<file path="config.mk">
export PLATFORM = sky130hd
export DESIGN_NAME = pc_sequencer
export DESIGN_NICKNAME = d
export VERILOG_FILES = /design/src/rtl/pc_sequencer.sv
export SDC_FILE = /design/constraint.sdc
export NUM_CORES = 1
export LEC_CHECK = 0
export CORE_MARGIN = 3
export CORE_UTILIZATION = 59
export DETAILED_ROUTE_END_ITERATION = 6
export PLACE_DENSITY_LB_ADDON = 0.15
export SETUP_SLACK_MARGIN = 0.5
export SLEW_MARGIN = 40
export SYNTH_ARGS = -nofsm -noshare
export SYNTH_HDL_FRONTEND = slang
export SYNTH_SLANG_ARGS = --single-unit
</file>
<file path="constraint.sdc">
create_clock -name clk -period 3.95 [get_ports clk]
set_input_delay 0.79 -clock clk [delete_from_list [all_inputs] [get_ports clk]]
set_output_delay 0.79 -clock clk [all_outputs]
set_load 0.1 [all_outputs]
</file>
<file path="src/rtl/pc_sequencer.sv">
// Program-counter stage: fetch address with increment, jump and call/return via a LIFO return stack.
// Latency: one cycle. pc, depth and flags are registered with no combinational path from the inputs.
// Backpressure: stall holds pc, stack and depth, and suppresses flag setting for that cycle.
module pc_sequencer #(
  parameter int                 WIDTH      = 8,
  parameter int                 DEPTH      = 4,
  parameter logic [WIDTH-1:0]   RESET_ADDR = '0
) (
  input  logic                       clk,
  input  logic                       reset,
  input  logic                       stall,
  input  logic                       jump,
  input  logic                       call,
  input  logic                       ret,
  input  logic [WIDTH-1:0]           target,
  output logic [WIDTH-1:0]           pc,
  output logic [$clog2(DEPTH):0]     depth,
  output logic                       overflow,
  output logic                       underflow
);

  localparam int AW = $clog2(DEPTH);
  localparam int DW = AW + 1;
  localparam logic [DW-1:0] FULL = DW'(DEPTH);

  logic [WIDTH-1:0] pc_q, pc_d;
  logic [DW-1:0]    depth_q, depth_d;
  logic             ovf_q, ovf_d;
  logic             udf_q, udf_d;
  logic [WIDTH-1:0] stack_q [DEPTH];

  logic             push_en;
  logic [WIDTH-1:0] pc_inc;
  logic [AW-1:0]    top_idx;
  logic [AW-1:0]    push_idx;

  // pc+1 wraps naturally at 2^WIDTH; it is both the sequential next address and the return address.
  assign pc_inc   = pc_q + WIDTH'(1);
  assign top_idx  = AW'(depth_q - DW'(1));
  assign push_idx = depth_q[AW-1:0];

  // Next-state selection in priority order: stall > ret > call > jump > increment.
  always_comb begin
    pc_d    = pc_q;
    depth_d = depth_q;
    ovf_d   = ovf_q;
    udf_d   = udf_q;
    push_en = 1'b0;
    if (stall) begin
      // hold everything, flags included
    end else if (ret) begin
      if (depth_q != '0) begin
        pc_d    = stack_q[top_idx];
        depth_d = depth_q - DW'(1);
      end else begin
        udf_d = 1'b1;
      end
    end else if (call) begin
      if (depth_q != FULL) begin
        push_en = 1'b1;
        depth_d = depth_q + DW'(1);
        pc_d    = target;
      end else begin
        ovf_d = 1'b1;
      end
    end else if (jump) begin
      pc_d = target;
    end else begin
      pc_d = pc_inc;
    end
  end

  // Control state register; reset wins over any requested action.
  always_ff @(posedge clk) begin
    if (reset) begin
      pc_q    <= RESET_ADDR;
      depth_q <= '0;
      ovf_q   <= 1'b0;
      udf_q   <= 1'b0;
    end else begin
      pc_q    <= pc_d;
      depth_q <= depth_d;
      ovf_q   <= ovf_d;
      udf_q   <= udf_d;
    end
  end

  // Return-address storage; contents are meaningless once depth drops, so no reset is needed.
  always_ff @(posedge clk) begin
    if (!reset && push_en) begin
      stack_q[push_idx] <= pc_inc;
    end
  end

  assign pc        = pc_q;
  assign depth     = depth_q;
  assign overflow  = ovf_q;
  assign underflow = udf_q;

endmodule

</file>
==> results of run 1 <==
## logic make-up after synthesis
logic type	synth area share, %
multiplexers	9.62
AND/OR/NAND/NOR	13.1
buffers and inverters	3.25
adder cells (fa/ha/maj)	3.48
XOR/XNOR	2.44
AO/OA/AOI/OAI	11.5
flip-flops	56.6
## power by group through the flow
stage                     clock network, uW  registers [uW]  logic (uW)
after floorplan                           0             669         127
after global placement                    0             570         298
after detailed placement                  0             571         288
after CTS                               294             560         289
after global routing                    325             565         308
final                                   289             561         289
## flip-flops by register name, summed over array words and instances, names as in the netlist
signal / flops
stack_q: 32
pc: 8
depth: 3
overflow: 1
underflow: 1
## critical path: cells and delay by family
family | cells | cell delay (ps)
AOI/OAI and AO/OA | 1 | 530
buffers and inverters | 3 | 800
and+or+nand+nor | 2 | 580
## cells in the final DEF, fill, tap and decap left out, drive strengths merged, types with 5 or more instances in the layout
cell type	count
mux4	6
nor3	6
buf	15
dfxtp	13
nand2	11
ha	6
inv	10
o21ai	6
clkdlybuf4s50	13
nor2	11
clkbuf	5
edfxtp	32
## final timing paths
kind | from | endpoint | slack (ps) | depth (start not counted)
max | ret | stack_q[2][3] | 1210 | 6
min | underflow | underflow | 480 | 2
max reg2reg | depth[0] | stack_q[2][3] | 1340 | 4
min reg2reg | underflow | underflow | 480 | 2
## area by class of cell
class / count / area, um^2
inverters: 8 / 30.0
well taps: 46 / 57.6
clock inverters: 3 / 25.0
fillers: 253 / 961
multi-input cells: 109 / 868
flip-flops and latches: 45 / 1220
clock buffers: 5 / 68.8
repair buffers: 28 / 210
## per-layer routing
metal  share of wire (%)  track usage (%)
met5                   0                0
met4                0.94             8.12
met3                 5.8             5.56
met2                  45             32.5
met1                  48             31.7
## metrics by stage
stage | instances | worst slack, ps | hold slack [ps] | instance area, um^2 | util [%]
after floorplan | 169 | 1220 | 702 | 2160 | -
after global placement | 236 | 954 | 453 | 2450 | 71.2
after detailed placement | 236 | 737 | 466 | 2390 | 69.3
after CTS | 244 | 1030 | 489 | 2480 | 72.0
after global routing | 244 | 1070 | 524 | 2480 | 72.1
final | 244 | 1210 | 478 | 2480 | 72.1
==> reports/metrics.json, run 1 <==
{
  "finish.net_count": {"value": 217},
  "grt_antenna_before_repair": {"value": 0},
  "detail-route-antenna-nets": {"value": 0},
  "max-slew-margin-rel": {"value": 58.0, "unit": "%"},
  "dpl.hpwl": {"value": 3.23, "unit": "mm"},
  "clockBufferDepth": {"value": 2},
  "cp_launch_type": {"value": "input port"},
  "postCtsHoldBufs": {"value": 0},
  "final_routed_wire_length_divided_by_cell_count": {"value": 17.8, "unit": "um"},
  "setup_repair_after_global_routing_missed_its_margin": {"value": "no"},
  "synthFlopType": {"value": "sky130_fd_sc_hd__edfxtp_1"},
  "buffer_ports.inserted": {"value": 26},
  "ys_ff_latch": {"value": 45},
  "vias_per_cell": {"value": 6.05},
  "power.switching_fraction": {"value": 34.3, "unit": "%"},
  "dominant_cell_by_count_in_the_synthesized_netlist": {"value": "sky130_fd_sc_hd__edfxtp_1"},
  "grt_pass1_vias": {"value": 1422},
  "gp_congestion": {"value": 0.915},
  "insertedDiodeCount": {"value": 0},
  "post-synth-top-area-fraction": {"value": 44.5, "unit": "%"},
  "maxClockFrequency": {"value": 0.365, "unit": "GHz"},
  "clock_net_sink_count": {"value": 45},
  "drt_pre_antenna_iters": {"value": 4},
  "post-cts-setup-buffers": {"value": 0},
  "cts_repair_resize_count": {"value": 0},
  "dieHeight": {"value": 66.5, "unit": "um"},
  "timing_worst_slew_pin_value": {"value": 628, "unit": "ps"},
  "clk_pin_slew_worst_paths": {"value": 90, "unit": "ps"},
  "path_class": {"value": "input port to flip-flop"},
  "synth.avg_cell_area": {"value": 12.8, "unit": "um^2"},
  "area_growth_syn_to_layout": {"value": 15.0, "unit": "%"},
  "grt-ovfl-total": {"value": 0},
  "clock_tree_root_buffer_cell": {"value": "sky130_fd_sc_hd__clkbuf_8"},
  "total_routing_usage_reported_by_global_routing": {"value": 22.1, "unit": "%"},
  "synth_edf_count": {"value": 32},
  "ioPinCount": {"value": 27},
  "ir_drop": {"value": 0.000295, "unit": "V"},
  "vias": {"value": 1475},
  "std_cell_rows": {"value": 21},
  "cts.htree.levels": {"value": 2},
  "hold_viol_final": {"value": 0},
  "synth_cell_type_count": {"value": 49},
  "dieArea": {"value": 0.00442, "unit": "mm^2"},
  "maxSlewViolCount": {"value": 0},
  "drt_first_iter_violations": {"value": 177},
  "critical_path_cell_list": {"value": "clkdlybuf4s50_1 > buf_4 > inv_1 > nand2_1 > a2111oi_1 > and2_1"},
  "worst_ep_arrival_time": {"value": 2700, "unit": "ps"},
  "synth_seq_area_share": {"value": 56.6, "unit": "%"},
  "cp_data_required_time": {"value": 3900, "unit": "ps"},
  "grt_pass1_wl": {"value": 7.15, "unit": "mm"},
  "cp_max_fo": {"value": 18},
  "critPathCaptureType": {"value": "flip-flop"},
  "power.share.sequential": {"value": 49.3, "unit": "%"},
  "leakagePower": {"value": 0.000899, "unit": "uW"},
  "post_route_cells_drive_above_1_share": {"value": 16.2, "unit": "%"},
  "clock_tree_from_tritoncts": {"value": "built"},
  "drcViolationCount": {"value": 0},
  "post-synth-top-area-cell": {"value": "sky130_fd_sc_hd__edfxtp_1"},
  "cpMaxStageDelayCell": {"value": "sky130_fd_sc_hd__a2111oi_1"},
  "synthTopCellsByArea": {"value": "sky130_fd_sc_hd__edfxtp_1 45%, sky130_fd_sc_hd__dfxtp_1 12%, sky130_fd_sc_hd__mux4_1 6.1%, sky130_fd_sc_hd__ha_1 3.5%, sky130_fd_sc_hd__nand2_1 1.9%"},
  "outcome": {"value": "complete, no violations"},
  "hold_wc_path_type": {"value": "flip-flop to flip-flop"},
  "report.power.total": {"value": 1140, "unit": "uW"},
  "numCtsBuffers": {"value": 5},
  "synth_cells": {"value": 169},
  "clock_latency_late_sink": {"value": 290, "unit": "ps"},
  "setup_viol": {"value": 0},
  "critical-path-max-stage-delay": {"value": 530, "unit": "ps"},
  "powerDensity": {"value": 459, "unit": "mW/mm^2"},
  "max_cap_viol_count": {"value": 0},
  "intPower": {"value": 748, "unit": "uW"},
  "async_set_reset_flop_share_out_of_synthesis": {"value": 0, "unit": "%"},
  "grt_max_degree": {"value": 19},
  "width_of_the_die": {"value": 66.5, "unit": "um"},
  "ys_warn_count": {"value": 0},
  "clock_power_share": {"value": 25.4, "unit": "%"},
  "floorplan.core_area": {"value": 0.00344, "unit": "mm^2"},
  "synth_common_cells": {"value": "32 x sky130_fd_sc_hd__edfxtp_1, 13 x sky130_fd_sc_hd__dfxtp_1, 11 x sky130_fd_sc_hd__nand2_1"},
  "final.setup_skew": {"value": 7.49, "unit": "ps"},
  "power.combinational.fraction": {"value": 25.4, "unit": "%"},
  "final.setup.tns": {"value": 0, "unit": "ps"},
  "layout_worst_path_cycle_share": {"value": 69.4, "unit": "%"},
  "finalWorstPathRequiredPeriod": {"value": 2740, "unit": "ps"},
  "drt-total-wl": {"value": 4.35, "unit": "mm"},
  "power_switching": {"value": 391, "unit": "uW"},
  "start_util": {"value": 62.7, "unit": "%"},
  "synthesis.nets": {"value": 189},
  "post_synth_instance_area": {"value": 0.00216, "unit": "mm^2"}
}
No activity file was read; power rests on OpenSTA's default activity.
==> inputs of run 2 (changes only) <==
CORE_UTILIZATION = 49   (was 59)
clock period = 2.4 ns   (was 3.95 ns; I/O delays follow)
==> reports/metrics.json, run 2 (same netlist as run 1, synthesis figures left out) <==
{
  "max_cap_viol_count": {"value": 0, "change": "unchanged"},
  "dieHeight": {"value": 72.4, "unit": "um", "change": "+8.9%"},
  "detail-route-antenna-nets": {"value": 0, "change": "unchanged"},
  "powerDensity": {"value": 764, "unit": "mW/mm^2", "change": "+67%"},
  "clock_tree_from_tritoncts": {"value": "built"},
  "dieArea": {"value": 0.00524, "unit": "mm^2", "change": "+19%"},
  "r2r_end": {"value": "stack_q[1][1]"},
  "outcome": {"value": "complete, no violations"},
  "setup_viol": {"value": 0, "change": "unchanged"},
  "cts.htree.levels": {"value": 2, "change": "unchanged"},
  "dpl.hpwl": {"value": 3.37, "unit": "mm", "change": "+4.2%"},
  "hold_viol_final": {"value": 0, "change": "unchanged"},
  "post_route_cells_drive_above_1_share": {"value": 31.3, "unit": "%", "change": "+15 points"},
  "vias": {"value": 1548, "change": "+4.9%"},
  "final.setup_skew": {"value": 8.05, "unit": "ps", "change": "+0.562 ps"},
  "ir_drop": {"value": 0.000470, "unit": "V", "change": "+59%"},
  "worst_ep_arrival_time": {"value": 1900, "unit": "ps", "change": "-800 ps"},
  "grt_antenna_before_repair": {"value": 0, "change": "unchanged"},
  "std_cell_rows": {"value": 23, "change": "+9.5%"},
  "hold_wc_path_type": {"value": "flip-flop to flip-flop"},
  "grt_pass1_wl": {"value": 7.42, "unit": "mm", "change": "+3.8%"},
  "leakagePower": {"value": 0.00100, "unit": "uW", "change": "+11%"},
  "max-slew-margin-rel": {"value": 65.2, "unit": "%", "change": "+7.1 points"},
  "setup_repair_after_global_routing_missed_its_margin": {"value": "yes"},
  "critical_path.reg2reg.startpoint": {"value": "depth[1]"},
  "clk_pin_slew_worst_paths": {"value": 90, "unit": "ps", "change": "about the same"},
  "insertedDiodeCount": {"value": 0, "change": "unchanged"},
  "area_growth_syn_to_layout": {"value": 26.8, "unit": "%"},
  "maxClockFrequency": {"value": 0.527, "unit": "GHz"},
  "layout_common_cells": {"value": "32 x sky130_fd_sc_hd__edfxtp_1, 26 x sky130_fd_sc_hd__buf_4, 13 x sky130_fd_sc_hd__clkdlybuf4s50_1"},
  "grt-ovfl-total": {"value": 0, "change": "unchanged"},
  "clock_net_sink_count": {"value": 45, "change": "unchanged"},
  "final_setup_margin": {"value": 501, "unit": "ps", "change": "-707 ps"},
  "drcViolationCount": {"value": 0, "change": "unchanged"},
  "grt_pass1_vias": {"value": 1463, "change": "+2.9%"},
  "clockBufferDepth": {"value": 2, "change": "unchanged"},
  "vias_per_cell": {"value": 5.93, "change": "-1.9%"},
  "final_common_cell": {"value": "sky130_fd_sc_hd__edfxtp_1"},
  "finalWorstPathRequiredPeriod": {"value": 1900, "unit": "ps"},
  "cp_data_required_time": {"value": 2400, "unit": "ps", "change": "-1500 ps"},
  "drt_first_iter_violations": {"value": 102, "change": "-42%"},
  "layoutNonFillerInstCount": {"value": 261, "change": "+7.0%"},
  "maxSlewViolCount": {"value": 0, "change": "unchanged"},
  "final.setup.tns": {"value": 0, "unit": "ps", "change": "unchanged"},
  "crit_path_end": {"value": "stack_q[1][1]"},
  "postCtsHoldBufs": {"value": 0, "change": "unchanged"},
  "dpl.cell_count": {"value": 245, "change": "+3.8%"},
  "layout_worst_path_cycle_share": {"value": 79.1, "unit": "%"},
  "nFillCells": {"value": 304, "change": "+20%"},
  "largest-register": {"value": "stack_q"},
  "total_routing_usage_reported_by_global_routing": {"value": 19.1, "unit": "%", "change": "-3.0 points"},
  "clock_latency_late_sink": {"value": 310, "unit": "ps", "change": "+20 ps"},
  "r2r.worst_path.cells": {"value": 5, "change": "+1"},
  "gp_congestion": {"value": 0.803, "change": "-12%"},
  "largest_register_ffs": {"value": 32, "change": "unchanged"},
  "r2r_slack": {"value": 520, "unit": "ps", "change": "-820 ps"},
  "numCtsBuffers": {"value": 5, "change": "unchanged"},
  "cp_max_fo": {"value": 8, "change": "-10"},
  "drt_pre_antenna_iters": {"value": 4, "change": "unchanged"},
  "critPathCaptureType": {"value": "flip-flop"},
  "timing_worst_slew_pin_value": {"value": 519, "unit": "ps", "change": "-109 ps"},
  "cp_launch_type": {"value": "input port"},
  "drt-total-wl": {"value": 4.80, "unit": "mm", "change": "+10%"},
  "cp_startpoint": {"value": "stall"},
  "buffer_ports.inserted": {"value": 26, "change": "unchanged"},
  "grt_max_degree": {"value": 18, "change": "-1"},
  "finish.net_count": {"value": 230, "change": "+6.0%"},
  "floorplan.core_area": {"value": 0.00412, "unit": "mm^2", "change": "+20%"},
  "fin_worst_hold_slack": {"value": 485, "unit": "ps", "change": "+6.81 ps"},
  "ioPinCount": {"value": 27, "change": "unchanged"},
  "width_of_the_die": {"value": 72.4, "unit": "um", "change": "+8.9%"},
  "path_class": {"value": "input port to flip-flop"},
  "pre_cts_slack": {"value": 15.8, "unit": "ps", "change": "-722 ps"},
  "clock_tree_root_buffer_cell": {"value": "sky130_fd_sc_hd__clkbuf_8"},
  "final_routed_wire_length_divided_by_cell_count": {"value": 18.4, "unit": "um", "change": "+3.1%"},
  "start_util": {"value": 52.4, "unit": "%", "change": "-10 points"}
}
## run 2: cell types whose count changed in the layout (fill, tap and decap cells not counted), sizes merged
cell	delta
buf	+13
bufinv	+1
clkinvlp	-1
## run 2: worst max-delay path, stage by stage
cell,delay (ps)
sky130_fd_sc_hd__clkdlybuf4s50_1,500
sky130_fd_sc_hd__a2111oi_2,440
sky130_fd_sc_hd__buf_4,190
sky130_fd_sc_hd__and2_2,280
## run 2: metrics by stage
step                area, um^2  utilization (%)  total power [uW]
floorplan                 2240                -              1350
global placement          2530             61.4              1460
detailed placement        2530             61.4              1470
CTS                       2670             64.8              2070
global route              2740             66.5              2170
finish                    2740             66.5              2090
## run 2: per-layer routing
metal / vias up / track usage (%) / part of all wire [%]
li1: 741 / - / -
met3: 5 / 4.16 / 7.6
met2: 54 / 30.3 / 47
met4: 0 / 6.97 / 1.0
met5: - / 0 / 0
met1: 748 / 25.8 / 44
## run 2: what timing repair did
action	in CTS	in global routing
hold endpoints to repair	0	0
endpoints found under the setup margin	28	33
pin swaps	0	2
setup buffers	1	7
resized for setup	4	4
## run 2: power by group
group / switching [uW] / total (uW) / internal (uW)
Combinational: 370 / 577 / 207
Sequential: 40.7 / 922 / 881
Clock: 276 / 594 / 318
## run 2: area by class of cell
cell class / count / area (um^2) / share of cell area [%]
Clock inverter: 3 / 47.5 / 1.74
Multi-Input combinational cell: 109 / 940 / 34.3
Inverter: 8 / 35.0 / 1.28
Clock buffer: 5 / 68.8 / 2.51
Tap cell: 50 / 62.6 / 2.29
Sequential cell: 45 / 1240 / 45.4
Timing Repair Buffer: 41 / 342 / 12.5
## run 2: how the worst min path moves through the flow
stage,cells after the start,startpoint,to,slack (ps)
after floorplan,2,pc[0],pc[0],620
after global placement,2,underflow,underflow,450
after detailed placement,2,underflow,underflow,460
after CTS,2,underflow,underflow,490
after global routing,2,underflow,underflow,500
final,2,underflow,underflow,480
